==> src/rtl/ex_mem_stage_pkg.sv <==
// Shared definitions for the EX->MEM pipeline stage.
//   XLEN / RA_W   : datapath and register-address widths
//   LS_*          : funct3 load/store size codes carried to MEM
//   ex_mem_t      : payload registered between EX and MEM
//   fifo_state_e  : occupancy state of the 2-entry skid buffer
//   branch_taken  : branch/jump resolution rule
package ex_mem_stage_pkg;

   localparam int XLEN = 32;
   localparam int RA_W = 5;

   localparam logic [2:0] LS_B = 3'b000;
   localparam logic [2:0] LS_H = 3'b001;
   localparam logic [2:0] LS_W = 3'b010;

   typedef struct packed {
      logic [XLEN-1:0] result;
      logic [XLEN-1:0] store_data;
      logic [RA_W-1:0] rd;
      logic            reg_write;
      logic            mem_read;
      logic            mem_write;
      logic [2:0]      funct3;
   } ex_mem_t;

   typedef enum logic [1:0] {
      FIFO_EMPTY = 2'd0,
      FIFO_ONE   = 2'd1,
      FIFO_FULL  = 2'd2
   } fifo_state_e;

   // br_inv selects the "Zero clear" flavour (BNE/BLT/BLTU).
   function automatic logic branch_taken(input logic jump, input logic branch,
                                         input logic zero, input logic inv);
      return jump | (branch & (zero ^ inv));
   endfunction

endpackage

==> src/rtl/ex_mem_stage_skid_fifo2.sv <==
// Generic 2-entry valid/ready buffer. The head register drives the output
// directly; the tail register catches the beat that arrives while the head
// is stalled, so the upstream ready can be a pure function of state.
//   clk, reset           : clock, synchronous active-high reset
//   in_valid/in_ready    : upstream handshake, in_data payload
//   out_valid/out_ready  : downstream handshake, out_data payload (= head)
module skid_fifo2
   import ex_mem_stage_pkg::*;
#(
   parameter int W = 8
) (
   input  logic         clk,
   input  logic         reset,
   input  logic         in_valid,
   output logic         in_ready,
   input  logic [W-1:0] in_data,
   output logic         out_valid,
   input  logic         out_ready,
   output logic [W-1:0] out_data
);

   fifo_state_e  state, state_nxt;
   logic [W-1:0] head_p1;
   logic [W-1:0] tail_p1;
   logic         acc;
   logic         cons;

   // in_ready depends only on the state register, never on out_ready.
   assign in_ready  = (state != FIFO_FULL);
   assign out_valid = (state != FIFO_EMPTY);
   assign out_data  = head_p1;
   assign acc       = in_valid && in_ready;
   assign cons      = out_valid && out_ready;

   always_ff @(posedge clk) begin
      if (reset) state <= FIFO_EMPTY;
      else       state <= state_nxt;
   end

   always_comb begin
      state_nxt = state;
      case (state)
         FIFO_EMPTY: if (acc) state_nxt = FIFO_ONE;
         FIFO_ONE: begin
            if (acc && !cons)      state_nxt = FIFO_FULL;
            else if (!acc && cons) state_nxt = FIFO_EMPTY;
         end
         FIFO_FULL:  if (cons) state_nxt = FIFO_ONE;
         default:    state_nxt = FIFO_EMPTY;
      endcase
   end

   // ---- storage stage: head advances only when empty or consumed ----
   always_ff @(posedge clk) begin
      if (reset) begin
         head_p1 <= '0;
         tail_p1 <= '0;
      end else begin
         case (state)
            FIFO_EMPTY: if (acc) head_p1 <= in_data;
            FIFO_ONE: begin
               if (acc && cons) head_p1 <= in_data;
               else if (acc)    tail_p1 <= in_data;
            end
            FIFO_FULL:  if (cons) head_p1 <= tail_p1;
            default: ;
         endcase
      end
   end

endmodule

==> src/rtl/ex_mem_stage.sv <==
// EX->MEM pipeline stage. Registers the ALU result and MEM/WB control,
// resolves branches from the Zero flag and emits a one-cycle PC redirect
// (or a misaligned-target exception) for taken branches and jumps.
//   clk, reset                 : clock, synchronous active-high reset
//   in_valid/in_ready          : EX handshake
//   alu_result..pc_plus4       : EX beat fields
//   out_valid/out_ready        : MEM handshake
//   out_result..out_funct3     : registered MEM beat fields
//   redirect_valid/redirect_pc : fetch redirect pulse and target
//   misalign_exc               : pulse for a taken, non-word-aligned target
module ex_mem_stage
   import ex_mem_stage_pkg::*;
(
   input  logic            clk,
   input  logic            reset,
   input  logic            in_valid,
   output logic            in_ready,
   input  logic [XLEN-1:0] alu_result,
   input  logic            alu_zero,
   input  logic [XLEN-1:0] store_data,
   input  logic [RA_W-1:0] rd,
   input  logic            reg_write,
   input  logic            mem_read,
   input  logic            mem_write,
   input  logic [2:0]      funct3,
   input  logic            branch,
   input  logic            br_inv,
   input  logic            jump,
   input  logic [XLEN-1:0] target_pc,
   input  logic [XLEN-1:0] pc_plus4,
   output logic            out_valid,
   input  logic            out_ready,
   output logic [XLEN-1:0] out_result,
   output logic [XLEN-1:0] out_store_data,
   output logic [RA_W-1:0] out_rd,
   output logic            out_reg_write,
   output logic            out_mem_read,
   output logic            out_mem_write,
   output logic [2:0]      out_funct3,
   output logic            redirect_valid,
   output logic [XLEN-1:0] redirect_pc,
   output logic            misalign_exc
);

   localparam int PW = $bits(ex_mem_t);

   logic                   shadow_p0;
   logic                   push_p0;
   logic                   acc_p0;
   logic                   taken_p0;
   logic                   misal_p0;
   ex_mem_t                beat_p0;
   logic [PW-1:0]          beat_bits_p0;
   logic [PW-1:0]          head_bits_p1;
   ex_mem_t                head_p1;

   // ---- EX side: resolve branch and build the payload ----
   // While a redirect/exception pulse is out, the offered beat was fetched
   // down the wrong path: it is dropped here but in_ready is left alone.
   assign shadow_p0 = redirect_valid | misalign_exc;
   assign push_p0   = in_valid && !shadow_p0;
   assign acc_p0    = push_p0 && in_ready;
   assign taken_p0  = branch_taken(jump, branch, alu_zero, br_inv);
   assign misal_p0  = (target_pc[1:0] != 2'b00);

   always_comb begin
      beat_p0.result     = jump ? pc_plus4 : alu_result;
      beat_p0.store_data = store_data;
      beat_p0.rd         = rd;
      beat_p0.reg_write  = reg_write;
      beat_p0.mem_read   = mem_read;
      beat_p0.mem_write  = mem_write;
      beat_p0.funct3     = funct3;
      // A faulting control transfer must not retire any side effect.
      if (taken_p0 && misal_p0) begin
         beat_p0.reg_write = 1'b0;
         beat_p0.mem_read  = 1'b0;
         beat_p0.mem_write = 1'b0;
      end
   end

   assign beat_bits_p0 = beat_p0;

   skid_fifo2 #(.W(PW)) u_fifo (
      .clk       (clk),
      .reset     (reset),
      .in_valid  (push_p0),
      .in_ready  (in_ready),
      .in_data   (beat_bits_p0),
      .out_valid (out_valid),
      .out_ready (out_ready),
      .out_data  (head_bits_p1)
   );

   // ---- redirect stage: one-cycle pulse after acceptance ----
   always_ff @(posedge clk) begin
      if (reset) begin
         redirect_valid <= 1'b0;
         misalign_exc   <= 1'b0;
         redirect_pc    <= '0;
      end else begin
         redirect_valid <= acc_p0 && taken_p0 && !misal_p0;
         misalign_exc   <= acc_p0 && taken_p0 && misal_p0;
         if (acc_p0 && taken_p0) redirect_pc <= target_pc;
      end
   end

   // ---- MEM side: head entry fields ----
   assign head_p1        = ex_mem_t'(head_bits_p1);
   assign out_result     = head_p1.result;
   assign out_store_data = head_p1.store_data;
   assign out_rd         = head_p1.rd;
   assign out_reg_write  = head_p1.reg_write;
   assign out_mem_read   = head_p1.mem_read;
   assign out_mem_write  = head_p1.mem_write;
   assign out_funct3     = head_p1.funct3;

endmodule

==> config.mk <==
export PLATFORM = sky130hd
export DESIGN_NAME = ex_mem_stage
export DESIGN_NICKNAME = d
export VERILOG_FILES = /design/src/rtl/ex_mem_stage_pkg.sv /design/src/rtl/ex_mem_stage_skid_fifo2.sv /design/src/rtl/ex_mem_stage.sv
export SDC_FILE = /design/constraint.sdc
export NUM_CORES = 1
export LEC_CHECK = 0
export ABC_AREA = 1
export BUFFER_PORTS_ARGS = -buffer_cell sky130_fd_sc_hd__buf_2
export CAP_MARGIN = 30
export CELL_PAD_IN_SITES_DETAIL_PLACEMENT = 2
export CELL_PAD_IN_SITES_GLOBAL_PLACEMENT = 2
export CORE_AREA = 2 2 177 179
export CTS_CLUSTER_SIZE = 20
export DETAILED_ROUTE_END_ITERATION = 8
export DIE_AREA = 0 0 179 181
export PLACE_DENSITY = 0.78
export SYNTH_ARGS = -nofsm -noshare
export SYNTH_HDL_FRONTEND = slang
export SYNTH_SLANG_ARGS = --single-unit
==> constraint.sdc <==
create_clock -name clk -period 2.3 [get_ports clk]
set_input_delay 0.23 -clock clk [delete_from_list [all_inputs] [get_ports clk]]
set_output_delay 0.23 -clock clk [all_outputs]
set_load 0.005 [all_outputs]
==> results.sh <==
export IMPL_p_sw_w=0.00490
export IMPL_ir_drop_mv=0.519
export IMPL_required_ns=2.66
export IMPL_finalHoldViolCount=0
export IMPL_top_layer="met5"
export IMPL_p_sw_share_pct=40.6
export IMPL_grt_max_degree=87
export IMPL_synth_warnings=0
export IMPL_grt_remaining_overflow=0
export IMPL_period_needed_ns=2.04
export IMPL_rsz0062_at_grt="false"
export IMPL_die_x_um=179
export IMPL_wl_met2_um=14800
export IMPL_cts_tree="done"
export IMPL_cp_arrival_ns=2.40
export IMPL_ant_nets=0
export IMPL_drt_met1_wl_um=13400
export IMPL_crit_fanout=65
export IMPL_power_density_nw_per_um2=1170
export IMPL_endpoint_kind="flop"
export IMPL_setup_tns_ns=0
export IMPL_startpoint_type="flop"
export IMPL_cts_reportedPaths_clkPinSlew_ns=0.08
export IMPL_grt_use_total_pct=18.8
export IMPL_die_area_um2=32400
export IMPL_grt_pass1_vias=8980
export IMPL_drt_vias_per_instance=4.84
export IMPL_p_seq_share_pct=37.9
export IMPL_clk_latency_ns=0.44
export IMPL_cts_sinks=186
export IMPL_cts_root_buffer="clkbuf_16"
export IMPL_antenna_found_initial=4
export IMPL_num_rows=64
export IMPL_die_h_um=181
export IMPL_wl_per_cell_um=17.1
export IMPL_wl_um=30100
export IMPL_slew_violations=0
export IMPL_outcome="finished, final reports clean"
export IMPL_layout_commonest_cell="nand2_1"
export IMPL_synth_area_per_cell_um2=7.09
export IMPL_period_share_pct=88.8
export IMPL_final_core_util_pct=33.9
export IMPL_final_nets=1500
export IMPL_ys_seq_elements=186
export IMPL_wl_met3_um=1510
export IMPL_ys_types=25
export IMPL_fp_coreArea_um2=30300
export IMPL_worst_slew_pin_transition_ns=0.832
export IMPL_layout_drive_gt1_share_pct=23.6
export IMPL_vias=8534
export IMPL_worst_clock_skew_ns=0.0131
export IMPL_hpwl_um=20500
export IMPL_drtPass1Iterations=4
export IMPL_hp_class="in2reg"
export IMPL_netlist_area_um2=8090
export IMPL_port_buffers=257
export IMPL_slew_headroom_pct=44.5
export IMPL_ys_seq_area_share_pct=46.0
export IMPL_maxClockFrequency_mhz=490
export IMPL_ios=258
export IMPL_layout_common_cells="nand2_1, buf_2, dfxtp_1, a21oi_1, nor2_1"
export IMPL_synth_nets=1292
export IMPL_p_int_w=0.00716
export IMPL_cts_htree_levels=4
export IMPL_cap_viol_max_count=0
export IMPL_p_leak_nw=4.85
export IMPL_numCtsBuffers=17
export IMPL_finalSetupViolCount=0
export IMPL_synthCells=1142
export IMPL_grt_pass1_wl_um=48000
export IMPL_p_clk_share_pct=24.3
export IMPL_clockBufferDepth=2
export IMPL_crit_type="reg2reg"
export IMPL_drtIter0Drc=407
export IMPL_drc=0
export IMPL_r2r_setup_slack_ns=0.26
export IMPL_initial_utilization_pct=26.7
export IMPL_power_share_combinational_pct=37.8
export IMPL_area_delta_synth_final_pct=27.0
export IMPL_place_congestion=0.740
export IMPL_power_w=0.0121
## power by group through the flow
stage	registers (W)	logic (W)	clock network, W
2_1_floorplan	0.00459	0.00287	0
3_3_place_gp	0.00460	0.00447	0
3_5_place_dp	0.00463	0.00466	0
4_1_cts	0.00458	0.00469	0.00303
5_1_grt	0.00469	0.00518	0.00318
6_report	0.00457	0.00456	0.00294
## critical path: stages, from the launching register on
cell and delay (ns):
dfxtp_1 0.39, inv_1 0.08, ha_1 0.27, or2_2 0.14, buf_4 0.66, nand4_1 0.20
a21oi_1 0.19
## repair_timing
action / 4_1_cts / 5_1_grt
resized for setup: 0 / 0
buffers inserted: 0 / 0
hold buffers: 4 / 0
endpoints found under the hold margin: 4 / 0
## cells in the mapped netlist, drive strengths merged
library cell / number / area (µm²)
nor2: 99 / 377
nand3: 5 / 35.0
nor3: 3 / 20.0
ha: 3 / 37.5
dfxtp: 186 / 3720
clkbuf: 41 / 154
buf: 53 / 308
nand4: 65 / 407
clkinv: 1 / 3.75
nand2: 344 / 1290
o211a: 10 / 100
mux2i: 10 / 100
inv: 67 / 251
o21ai: 125 / 626
or2: 1 / 6.26
a21oi: 129 / 649
## cell families after synthesis
kind of cell / count (synthesis) / share of synthesized area, %
fa+ha+maj: 3 / 0.464
mux: 10 / 1.24
buf+inv: 162 / 8.86
simple gates: 517 / 26.4
flops: 186 / 46.0
compound gates: 264 / 17.0
## registers in the layout, summed over array words and instances (netlist names)
register         count
u_fifo.out_data     75
u_fifo.tail_p1      75
redirect_pc         32
u_fifo.state         2
misalign_exc         1
redirect_valid       1
## layout make-up
class / instances / area (µm²)
Antenna cell: 3 / 7.51
Sequential cell: 186 / 3720
Inverter: 68 / 255
Tap cell: 396 / 495
Multi-Input combinational cell: 794 / 3690
Fill cell: 3647 / 20100
Clock inverter: 13 / 134
Clock buffer: 19 / 433
Timing Repair Buffer: 283 / 1540
## routing by layer
metal  up-vias  GRT usage, %
met1      4205          23.0
met2       165          33.0
met5         -             0
met4         2          4.29
met3        25          4.36
li1       4137             -
## final timing paths
check                              startpoint  depth (start not counted)                               end
min                             target_pc[19]                          3      redirect_pc[19]$_SDFFE_PP0P_
min reg2reg  u_fifo.out_data[27]$_SDFFE_PP0P_                          2  u_fifo.out_data[27]$_SDFFE_PP0P_
max reg2reg      u_fifo.state[1]$_SDFFE_PP0P_                          6  u_fifo.out_data[56]$_SDFFE_PP0P_
max              u_fifo.state[1]$_SDFFE_PP0P_                          6  u_fifo.out_data[56]$_SDFFE_PP0P_
## through the flow
stage               hold WS [ns]  setup WS [ns]  instance area, µm²  std cells
floorplan                  0.365          0.689                8090       1142
global placement           0.447          0.315                9630       1722
detailed placement         0.458          0.222                9660       1723
CTS                     0.000529          0.218               10300       1759
global route              0.0140         0.0770               10300       1760
finish                    0.0139          0.258               10300       1762
(Power assumes the default switching activity.)
